`src/rtl/stream_mux_rr.sv`:
```
// stream_mux_rr: N:1 valid/ready stream multiplexer with a registered output.
// Channel choice is either a direct select (mode=0) or round-robin arbitration
// (mode=1) that starts scanning just after the last channel granted in
// round-robin mode. The output register isolates producers from the consumer
// and sustains one beat per clock when the consumer keeps out_ready high.

module stream_mux_rr #(
  parameter int WIDTH = 32,
  parameter int N     = 4,
  parameter int SELW  = $clog2(N)
) (
  input  logic               clk,
  input  logic               reset,
  input  logic               mode,
  input  logic [SELW-1:0]    sel,
  input  logic [N-1:0]       in_valid,
  input  logic [N*WIDTH-1:0] in_data,
  output logic [N-1:0]       in_ready,
  output logic               out_valid,
  output logic [WIDTH-1:0]   out_data,
  output logic [SELW-1:0]    out_src,
  input  logic               out_ready
);

  logic             out_valid_q, out_valid_d;
  logic [WIDTH-1:0] out_data_q,  out_data_d;
  logic [SELW-1:0]  out_src_q,   out_src_d;
  logic [SELW-1:0]  rr_ptr_q,    rr_ptr_d;

  logic [WIDTH-1:0] in_word [N];
  logic             load;
  logic             found;
  logic [SELW-1:0]  chosen;
  int               scan_pos;
  logic [SELW-1:0]  scan_idx;

  // Unpack the flat data bus into one word per channel.
  for (genvar g = 0; g < N; g++) begin : g_unpack
    assign in_word[g] = in_data[g*WIDTH +: WIDTH];
  end

  // The output register may take a new beat when empty or being drained.
  assign load = !out_valid_q || out_ready;

  // Choose the candidate channel: direct select, or first valid channel
  // after rr_ptr (modulo N, so non-power-of-2 N wraps correctly).
  always_comb begin
    // NOTE: every variable gets a default first so no path leaves it
    // unassigned; otherwise synthesis infers a latch to hold its old value.
    found    = 1'b0;
    chosen   = '0;
    scan_pos = 0;
    scan_idx = '0;
    if (!mode) begin
      if (32'(sel) < N) begin
        chosen = sel;
        found  = in_valid[sel];
      end
    end else begin
      for (int k = 1; k <= N; k++) begin
        scan_pos = int'(rr_ptr_q) + k;
        if (scan_pos >= N) scan_pos = scan_pos - N;
        scan_idx = SELW'(scan_pos);
        if (!found && in_valid[scan_idx]) begin
          found  = 1'b1;
          chosen = scan_idx;
        end
      end
    end
  end

  // Grant: at most one ready bit, only when the register can load.
  always_comb begin
    in_ready = '0;
    for (int i = 0; i < N; i++) begin
      in_ready[i] = load && found && (chosen == SELW'(i)) && !reset;
    end
  end

  // Next state of the output register and round-robin pointer.
  always_comb begin
    out_valid_d = out_valid_q;
    out_data_d  = out_data_q;
    out_src_d   = out_src_q;
    rr_ptr_d    = rr_ptr_q;
    if (load) begin
      out_valid_d = found;
      if (found) begin
        out_data_d = in_word[chosen];
        out_src_d  = chosen;
        if (mode) rr_ptr_d = chosen;
      end
    end
  end

  // State registers with synchronous reset.
  always_ff @(posedge clk) begin
    // NOTE: sequential state uses non-blocking assignments so every flop
    // samples pre-edge values, independent of statement order.
    if (reset) begin
      // NOTE: the data register is reset too, because consumers may inspect
      // out_data right after reset and expect a defined zero.
      out_valid_q <= 1'b0;
      out_data_q  <= '0;
      out_src_q   <= '0;
      rr_ptr_q    <= SELW'(N - 1);
    end else begin
      out_valid_q <= out_valid_d;
      out_data_q  <= out_data_d;
      out_src_q   <= out_src_d;
      rr_ptr_q    <= rr_ptr_d;
    end
  end

  assign out_valid = out_valid_q;
  assign out_data  = out_data_q;
  assign out_src   = out_src_q;

endmodule

```
`config.mk`:
```
export PLATFORM = sky130hd
export DESIGN_NAME = stream_mux_rr
export DESIGN_NICKNAME = d
export VERILOG_FILES = /design/src/rtl/stream_mux_rr.sv
export SDC_FILE = /design/constraint.sdc
export NUM_CORES = 1
export LEC_CHECK = 0
export BUFFER_PORTS_ARGS = -buffer_cell sky130_fd_sc_hd__clkbuf_2
export CAP_MARGIN = 30
export CORE_UTILIZATION = 36
export CTS_CLUSTER_SIZE = 20
export DETAILED_ROUTE_END_ITERATION = 16
export GPL_TIMING_DRIVEN = 0
export HOLD_SLACK_MARGIN = 0.02
export PLACE_DENSITY = 0.77
export SLEW_MARGIN = 20
export SYNTH_ARGS = -nofsm -noshare
export SYNTH_HDL_FRONTEND = slang
export SYNTH_SLANG_ARGS = --single-unit
```
`constraint.sdc`:
```
create_clock -name clk -period 2.3 [get_ports clk]
set_input_delay 0.115 -clock clk [delete_from_list [all_inputs] [get_ports clk]]
set_output_delay 0.115 -clock clk [all_outputs]
set_load 0.01 [all_outputs]
```
# Yosys cells after proc, flatten, opt, wreduce, memory -nomap -nowiden
# Index checks and enable logic that the tools add are counted.
# word_totals
ff_bits	37
in_bits	138
out_inout_bits	39
wordCells	81
# op_classes
n_addsub	8
order_cmp	10
n_eq_ne	3
muxes	34
n_bitwise	1
reduce_logical	21
# op_table
op	n
binary-select mux 32 bit (select 2 bit)	1
2-to-1 mux 32 bit	2
2-to-1 mux 2 bit	13
< comparator 2 x 3 -> 1 bit, second input constant	5
2-to-1 mux 1 bit	13
>= comparator 3 bit, second input constant	4
logical AND 1 bit	12
binary-select mux 1 bit (select 2 bit)	5
subtractor 2 x 1 -> 2 bit, second input constant	4
adder 2 x 2 -> 3 bit, second input constant	2
zero test 1 bit	5
adder 2 x 3 -> 4 bit, second input constant	1
== test 2 bit, second input constant	2
>= comparator 4 x 3 -> 1 bit, second input constant	1
adder 2 x 1 -> 3 bit, second input constant	1
inverter 2 -> 3 bit	1
AND reduction 3 bit	1
== test 2 x 1 -> 1 bit, second input constant	1
zero test 2 bit	1
AND reduction 2 bit	1
logical OR 1 bit	1

# Longest topological paths before layout
# Gate-level depths: netlist of run 1.
# logic_depth
ltp_word	24
depth_mapped	8
mapped_depth_nobuf	5

# Worst setup path before layout of run 1
# No wires, ideal clock.
# synth_timing
kind	register -> register
start	register rr_ptr_q[0]
end	register out_data_q[10] (netlist: out_data[10])
setup_ns	0.117
arrival_ns	1.711
required_ns	2.183
slack_ns	0.471
path_stages_with_launch	8
path_buffers	2
cell_sequence	dfxtp_1 > and2b_2 > o21ai_2 > a41o_1 > buf_2 > clkbuf_1 > a221o_1 > a32o_1
# synth_between
elab_chain_len	24
word_cells_on_any_way	52
# synth_rtl
element	line	source
start, declared	28	logic [SELW-1:0] rr_ptr_q, rr_ptr_d;
start signal, assigned	106	rr_ptr_q <= SELW'(N - 1);
start signal, assigned	111	rr_ptr_q <= rr_ptr_d;
adder 2 x 1 -> 3 bit	61	scan_pos = int'(rr_ptr_q) + k;
>= comparator 3 bit / subtractor 2 x 1 -> 2 bit (equally long branches)	62	if (scan_pos >= N) scan_pos = scan_pos - N;
2-to-1 mux 2 bit	62	
2-to-1 mux 2 bit	54	if (!mode) begin
binary-select mux 1 bit (select 2 bit)	64	if (!found && in_valid[scan_idx]) begin
2-to-1 mux 1 bit (not written as such)	64	
2-to-1 mux 1 bit	64	
2-to-1 mux 1 bit	54	
[7 not listed]	-	
2-to-1 mux 1 bit	54	
zero test 1 bit	64	
logical AND 1 bit	64	
2-to-1 mux 2 bit	64	
2-to-1 mux 2 bit	54	
inverter 2 -> 3 bit (not written as such)	89	out_data_d = in_word[chosen];
binary-select mux 32 bit (select 2 bit)	89	
2-to-1 mux 32 bit (not written as such) (2 in a row)	89	
end signal, assigned	109	out_data_q <= out_data_d;
end, declared	26	logic [WIDTH-1:0] out_data_q, out_data_d;
# Several ways; a longest one is shown, not always the timed one. The select of a mux whose other input is x is not followed.
# A chain may end at the register's enable or synchronous reset.

# Final worst setup path of run 1
# layout_timing
start	register rr_ptr_q[0]
end	output port in_ready[1]
# layout_between
elab_chain_len	23
word_cells_on_any_way	51
# layout_rtl
element	line	source
adder 2 x 1 -> 3 bit	61	
>= comparator 3 bit / subtractor 2 x 1 -> 2 bit (equally long branches)	62	
2-to-1 mux 2 bit	62	
2-to-1 mux 2 bit	54	
binary-select mux 1 bit (select 2 bit)	64	
2-to-1 mux 1 bit (not written as such)	64	
2-to-1 mux 1 bit	64	
2-to-1 mux 1 bit	54	
[6 not listed]	-	
2-to-1 mux 1 bit	64	
2-to-1 mux 1 bit	54	
zero test 1 bit	64	
logical AND 1 bit	64	
2-to-1 mux 2 bit / 2-to-1 mux 1 bit (equally long branches)	64	
2-to-1 mux 2 bit / 2-to-1 mux 1 bit (equally long branches)	54	
== test 2 x 1 -> 1 bit / logical AND 1 bit (equally long branches)	76	in_ready[i] = load && found && (chosen == SELW'(i)) && !reset;
logical AND 1 bit (*) (2 in a row)	76	
end, declared	18	output logic [N-1:0] in_ready,
# Every way passes the cells marked *; elsewhere a longest branch is shown, timed or not. The select of a mux whose other input is x is not followed.

==> metrics.yaml, run 1 <==
final_layout:
  multi_input_comb_area_sq_um: 2050
  syn_to_final_growth_pct: 37.1
  fillCellCount: 816
  drive_above_1_share_pct: 41.1
  antenna_cells: 0
  fin_util_pct: 51.5
  design_area_sq_um: 4300
  nets: 677
  seq_area_sq_um: 744
synthesis:
  synth_area_sq_um: 3130
  synthCells: 354
  synth_seq_cells: 37
  ys_types: 33
  syn-num-nets: 492
  ys_warn_count: 0
  yosys.area.top_type: "dfxtp_1"
  syn_area_per_cell_sq_um: 8.85
  synth_area_leaders: "dfxtp_1, a2111o_1, a221o_1"
  yosysSeqAreaShare_pct: 23.6
  synth_top_area_share_pct: 23.6
clock_tree:
  clk_pin_slew_ns: 0.08
  clockRootBuffer: "clkbuf_8"
  cts_max_path_buffers: 2
  cts.sinks: 37
  clk_latency_ns: 0.30
  cts_made_buffers: 5
  cts.htree.levels: 2
  cts_tree: "done"
timing:
  fin_crit_sh_pct: 96.3
  clock_skew_ns: 0.00952
  min_period_ns: 2.22
  hold_violations: 0
  fin_setup_tns_ns: 0
  rsz0062_at_grt: "false"
  slew_viol_final: 0
  maxSlewHeadroom_pct: 64.6
  setup_violations: 0
  fin_ws_ns: 0.0841
  tightestPinTransition_ns: 0.518
  max_freq_mhz: 451
worst_hold_path:
  hp-class: "in -> reg"
floorplan:
  initial_utilization_pct: 37.6
  core_area_sq_um: 8340
  die_w_microns: 95.3
  floorplan.rows: 33
  io_pins: 177
  dieArea_sq_um: 9080
  fp.dieH_microns: 95.3
worst_setup_path:
  worstSetupPathType: "reg -> out"
  slowest_delay_ns: 0.34
  worst_path_max_delay_cell: "and2b_4"
  cp_max_fo: 10
  startpoint_type: "flop"
  crit_required_ns: 2.18
  r2r_slack_ns: 0.16
  crit_chain: "and2b_4, a21oi_4, or2_1, buf_2, clkbuf_4, and2_1, and3_1, clkbuf_2"
  crit_arrival_ns: 2.10
  end_kind: "output port"
grt:
  grt_pass1_vias: 3650
  grt_overflow_total: 0
  grt_max_degree: 15
  grtUsageTotal_pct: 25.4
  grt_antenna_before_repair: 0
  grt_pass1_wl_microns: 17800
routing:
  dr_total_vias: 3829
  first_iter_violations: 206
  routed_via_density: 5.94
  drt_wl_total_microns: 11700
  drc: 0
  ant_nets: 0
  wl_per_cell_microns: 18.1
  dr.pass1.iters: 7
placement:
  io_buffers: 175
  post_dp_cell_area_sq_um: 4140
  dp_slack_ns: 0.121
  gp_congestion: 0.860
  place_hpwl_microns: 9110
power_and_ir_drop:
  p_total_mw: 2.19
  ir_drop_mv: 0.264
  p_leak_nw: 2.09
  cellPowerDensity_nw_per_um2: 509
run:
  maxCapViolCount: 0
status:
  outcome: "complete, no violations"
power breakdown:
part / internal (mW) / leakage, nW / switching [mW]
Sequential: 0.727 / 0.307 / 0.0531
Clock: 0.219 / 0.0447 / 0.277
Combinational: 0.434 / 1.74 / 0.475
Total: 1.38 / 2.09 / 0.805
per-layer routing:
| layer | track usage [%] | up-vias | part of all wire, % | routed length [microns] |
|---|---|---|---|---|
| li1 | - | 1813 | - | - |
| met1 | 32.9 | 1811 | 43 | 5020 |
| met2 | 41.4 | 177 | 48 | 5620 |
| met3 | 5.10 | 28 | 6.2 | 722 |
| met4 | 9.72 | 0 | 2.6 | 303 |
| met5 | 0 | - | 0 | 0 |
logic make-up after synthesis:
kind of cell | Yosys count | share of synthesized area, %
compound gates | 143 | 45.0
buf+inv | 82 | 11.9
flops | 37 | 23.6
mux | 3 | 1.76
simple gates | 89 | 17.7
worst max-delay path: cells and delay by family (launching register included):
kind	cells	cell delay (ns)
and+or+nand+nor	4	0.92
buffers and inverters	3	0.49
DFF	1	0.33
AOI/OAI and AO/OA	1	0.06
area by class of cell:
class / instances / share of cell area, %
tap: 105 / 3.06
timing repair buffer: 178 / 20.9
inverter: 33 / 2.88
multi-input combinational: 235 / 47.6
buffer: 49 / 6.00
sequential: 37 / 17.3
clock buffer: 5 / 1.60
clock inverter: 3 / 0.582
final timing paths:
kind	startpoint	end	cells past startpoint
worst max-delay path	rr_ptr_q[0]	in_ready[1]	8
worst min-delay path	reset	out_valid	2
worst max register to register	rr_ptr_q[0]	out_data[25]	8
worst min register to register	out_data[3]	out_data[3]	1
cells in the mapped netlist:
cell / n
a211oi_1: 1
a41oi_2: 1
a32o_1: 32
a41o_1: 1
a2111oi_0: 32
buf_2: 14
inv_1: 33
mux4_2: 1
a221o_1: 32
clkbuf_1: 28
mux2i_1: 1
mux2i_4: 1
and3_1: 37
nor2_1: 5
o21ai_2: 4
a2111o_1: 32
nand2b_1: 4
buf_6: 6
and2b_2: 1
buf_4: 1
o21bai_1: 1
a21oi_1: 3
o21ai_0: 1
dfxtp_1: 37
or2_1: 3
a21oi_4: 1
a21o_1: 1
and4_1: 1
nor2_2: 1
and2_1: 33
a21oi_2: 1
or4_4: 1
nor2b_1: 3
flip-flops by register name, indices dropped and copies added, names as in the netlist:
| signal | cells |
|---|---|
| out_data | 32 |
| rr_ptr_q | 2 |
| out_valid | 1 |
| out_src | 2 |
through the flow:
stage	cells	hold slack (ns)
global route	645	0.0958
detailed placement	634	0.388
floorplan	354	0.184
finish	645	0.0828
CTS	642	0.0769
global placement	634	0.383
repair_timing:
action,CTS,global route
buffers inserted,0,3
resized for setup,4,7
pin swaps,0,1
endpoints found under the setup margin,4,7
hold buffers,0,0
placed cells by master (no fill, tap or decap), types with 2 or more instances in the layout:
| cell | count |
|---|---|
| a2111o_1 | 32 |
| a32o_1 | 32 |
| buf_2 | 13 |
| clkbuf_2 | 176 |
| a221o_1 | 32 |
| dfxtp_1 | 36 |
| o21ai_2 | 2 |
| inv_1 | 33 |
| a21oi_1 | 3 |
| and3_1 | 37 |
| or2_1 | 3 |
| clkbuf_8 | 5 |
| nor2b_1 | 3 |
| a2111oi_0 | 32 |
| clkbuf_1 | 26 |
| buf_4 | 4 |
| and2_1 | 33 |
| o21ai_4 | 2 |
| buf_6 | 6 |
| nand2b_1 | 4 |
| nor2_1 | 5 |
| clkbuf_4 | 2 |
Power figures use the tool's default switching activity.
==> inputs of run 2 (changes only) <==
==> constraint.sdc (replaced) <==
create_clock -name clk -period 2.3 [get_ports clk]
set_input_delay 0.23 -clock clk [delete_from_list [all_inputs] [get_ports clk]]
set_output_delay 0.23 -clock clk [all_outputs]
set_load 0.01 [all_outputs]
==> metrics.yaml, run 2 (synthesis gave the netlist of run 1 again) <==
status:
  outcome: "complete, no violations"
clock_tree:
  cts.sinks: 37  # unchanged
  clk_latency_ns: 0.30  # about the same
  clockRootBuffer: "clkbuf_8"
  cts_max_path_buffers: 2  # unchanged
  cts_made_buffers: 5  # unchanged
  cts.htree.levels: 2  # unchanged
  cts_tree: "done"
  clk_pin_slew_ns: 0.08  # about the same
power_and_ir_drop:
  p_leak_nw: 2.08  # -0.20%
  combPwrFrac_pct: 41.6  # about the same
  p_int_mw: 1.38  # +0.16%
  ir_drop_mv: 0.266  # +0.55%
  seqPwrFrac_pct: 35.6  # about the same
  cellPowerDensity_nw_per_um2: 509  # +0.12%
  p_sw_share_pct: 36.8  # -0.083 points
  power_switching_uw: 803  # -0.20%
  pwr-share-clk_pct: 22.7  # about the same
worst_setup_path:
  crit_required_ns: 2.07  # -0.11 ns
  end_kind: "output port"
  crit_end: "in_ready[1]"
  critPathLaunch: "rr_ptr_q[0]"
  reg2reg_depth: 7  # -1
  regToRegEndpoint: "out_data[22]"
  cp_max_fo: 15  # +5
  slowest_delay_ns: 0.33  # about the same
  startpoint_type: "flop"
  r2r_slack_ns: 0.15  # about the same
  worstSetupPathType: "reg -> out"
  worst_path_max_delay_cell: "dfxtp_1"
  crit_chain: "nand2b_1, o21ai_4, or2_1, clkbuf_4, and2_1, and3_1, clkbuf_2"
  rr_startpoint: "rr_ptr_q[0]"
  crit_arrival_ns: 1.98  # -0.12 ns
placement:
  gp_congestion: 0.860  # unchanged
  place_hpwl_microns: 9110  # unchanged
  io_buffers: 175  # unchanged
  post_dp_cell_area_sq_um: 4140  # unchanged
final_layout:
  nets: 675  # -0.30%
  syn_to_final_growth_pct: 37.0  # about the same
  mostFrequentLayoutCells: "clkbuf_2, and3_1, dfxtp_1"
  final_common_cell: "clkbuf_2"
  design_area_sq_um: 4290  # about the same
  antenna_cells: 0  # unchanged
  drive_above_1_share_pct: 40.9  # -0.22 points
  largest_reg_flops: 32  # unchanged
timing:
  min_period_ns: 2.21  # -0.00436 ns
  setup_violations: 0  # unchanged
  max_freq_mhz: 452  # +0.20%
  slew_viol_final: 0  # unchanged
  tightestPinTransition_ns: 0.525  # +0.00673 ns
  clock_skew_ns: 0.0110  # +0.00144 ns
  hold_violations: 0  # unchanged
  fin_setup_tns_ns: 0  # unchanged
  fin_crit_sh_pct: 96.2  # -0.19 points
  maxSlewHeadroom_pct: 64.1  # -0.46 points
  rsz0062_at_grt: "false"
floorplan:
  io_pins: 177  # unchanged
  die_w_microns: 95.3  # unchanged
  floorplan.rows: 33  # unchanged
  dieArea_sq_um: 9080  # unchanged
  initial_utilization_pct: 37.6  # unchanged
  core_area_sq_um: 8340  # unchanged
  fp.dieH_microns: 95.3  # unchanged
grt:
  grtUsageTotal_pct: 25.4  # -0.033 points
  grt_pass1_wl_microns: 17700  # -0.15%
  use_met2_pct: 41.4  # -0.060 points
  grt_pass1_vias: 3667  # +0.47%
  grt_overflow_total: 0  # unchanged
  grt_max_degree: 16  # +1
  grt_antenna_before_repair: 0  # unchanged
  busiest_layer: "met2"
  met3_usage_pct: 5.02  # -0.080 points
  grt_util_met1_pct: 32.7  # -0.19 points
routing:
  dr_total_vias: 3810  # -0.50%
  ant_nets: 0  # unchanged
  dr.pass1.iters: 5  # -2
  routed_via_density: 5.93  # -0.19%
  wl_per_cell_microns: 18.0  # -0.34%
  drc: 0  # unchanged
  drt_wl_total_microns: 11600  # -0.65%
  first_iter_violations: 174  # -16%
worst_hold_path:
  hp-class: "in -> reg"
run:
  maxCapViolCount: 0  # unchanged
run 2: changes by cell type in the layout (fill, tap and decap cells not counted):
cell and delta:
buf_2 -2, clkbuf_2 -1, clkbuf_8 +1, dfxtp_2 +1
dfxtp_4 -1
run 2: routing by layer:
metal / up-vias / share of wire (%)
li1: 1809 / -
met1: 1804 / 44
met2: 168 / 48
met3: 29 / 5.6
met4: 0 / 2.8
met5: - / 0
run 2: worst min path at each step:
| stage | cells after the start | start | slack [ns] | to |
|---|---|---|---|---|
| after global routing | 2 | reset | 0.21 | out_src[0] |
| after floorplan | 1 | reset | 0.30 | out_valid |
| final | 2 | reset | 0.20 | out_valid |
| after CTS | 2 | reset | 0.19 | out_valid |
| after global placement | 1 | out_data[13] | 0.45 | out_data[13] |
| after detailed placement | 1 | out_data[4] | 0.45 | out_data[4] |
run 2: power by group through the flow:
| stage | registers [mW] | clock network, mW | logic [mW] |
|---|---|---|---|
| floorplan | 0.823 | 0 | 0.500 |
| global placement | 0.787 | 0 | 0.866 |
| detailed placement | 0.792 | 0 | 0.887 |
| CTS | 0.779 | 0.503 | 0.897 |
| global route | 0.788 | 0.532 | 0.993 |
| finish | 0.779 | 0.497 | 0.910 |
run 2: layout make-up:
cell class | count | area (sq um)
repair buffers | 177 | 891
fillers | 820 | 4050
plain buffers | 48 | 264
inverters | 33 | 124
clock buffers | 5 | 68.8
flip-flops and latches | 37 | 742
well taps | 105 | 131
multi-input cells | 235 | 2050
clock inverters | 3 | 25.0
run 2: worst max-delay path, delay by kind of cell, from the launching register on:
kind / cells / cell delay [ns]
AO/OA/AOI/OAI: 1 / 0.26
flip-flops: 1 / 0.33
buffers and inverters: 2 / 0.37
AND/OR/NAND/NOR: 4 / 0.73
run 2: what timing repair did:
item | CTS | global route
gates cloned | 0 | 0
hold buffers | 0 | 0
setup endpoints to repair | 4 | 4
pin swaps | 0 | 1
gates resized for setup | 8 | 6
setup buffers | 0 | 2
run 2: stage by stage:
step / util, % / instances / power (mW) / hold WS, ns / setup WS (ns)
finish: 51.5 / 643 / 2.19 / 0.202 / 0.0884
global route: 51.5 / 643 / 2.31 / 0.211 / 0.000840
CTS: 51.2 / 641 / 2.18 / 0.192 / 0.00609
detailed placement: 49.7 / 634 / 1.68 / 0.454 / 0.0498
global placement: 49.7 / 634 / 1.65 / 0.450 / 0.0741
floorplan: - / 354 / 1.32 / 0.299 / 0.471
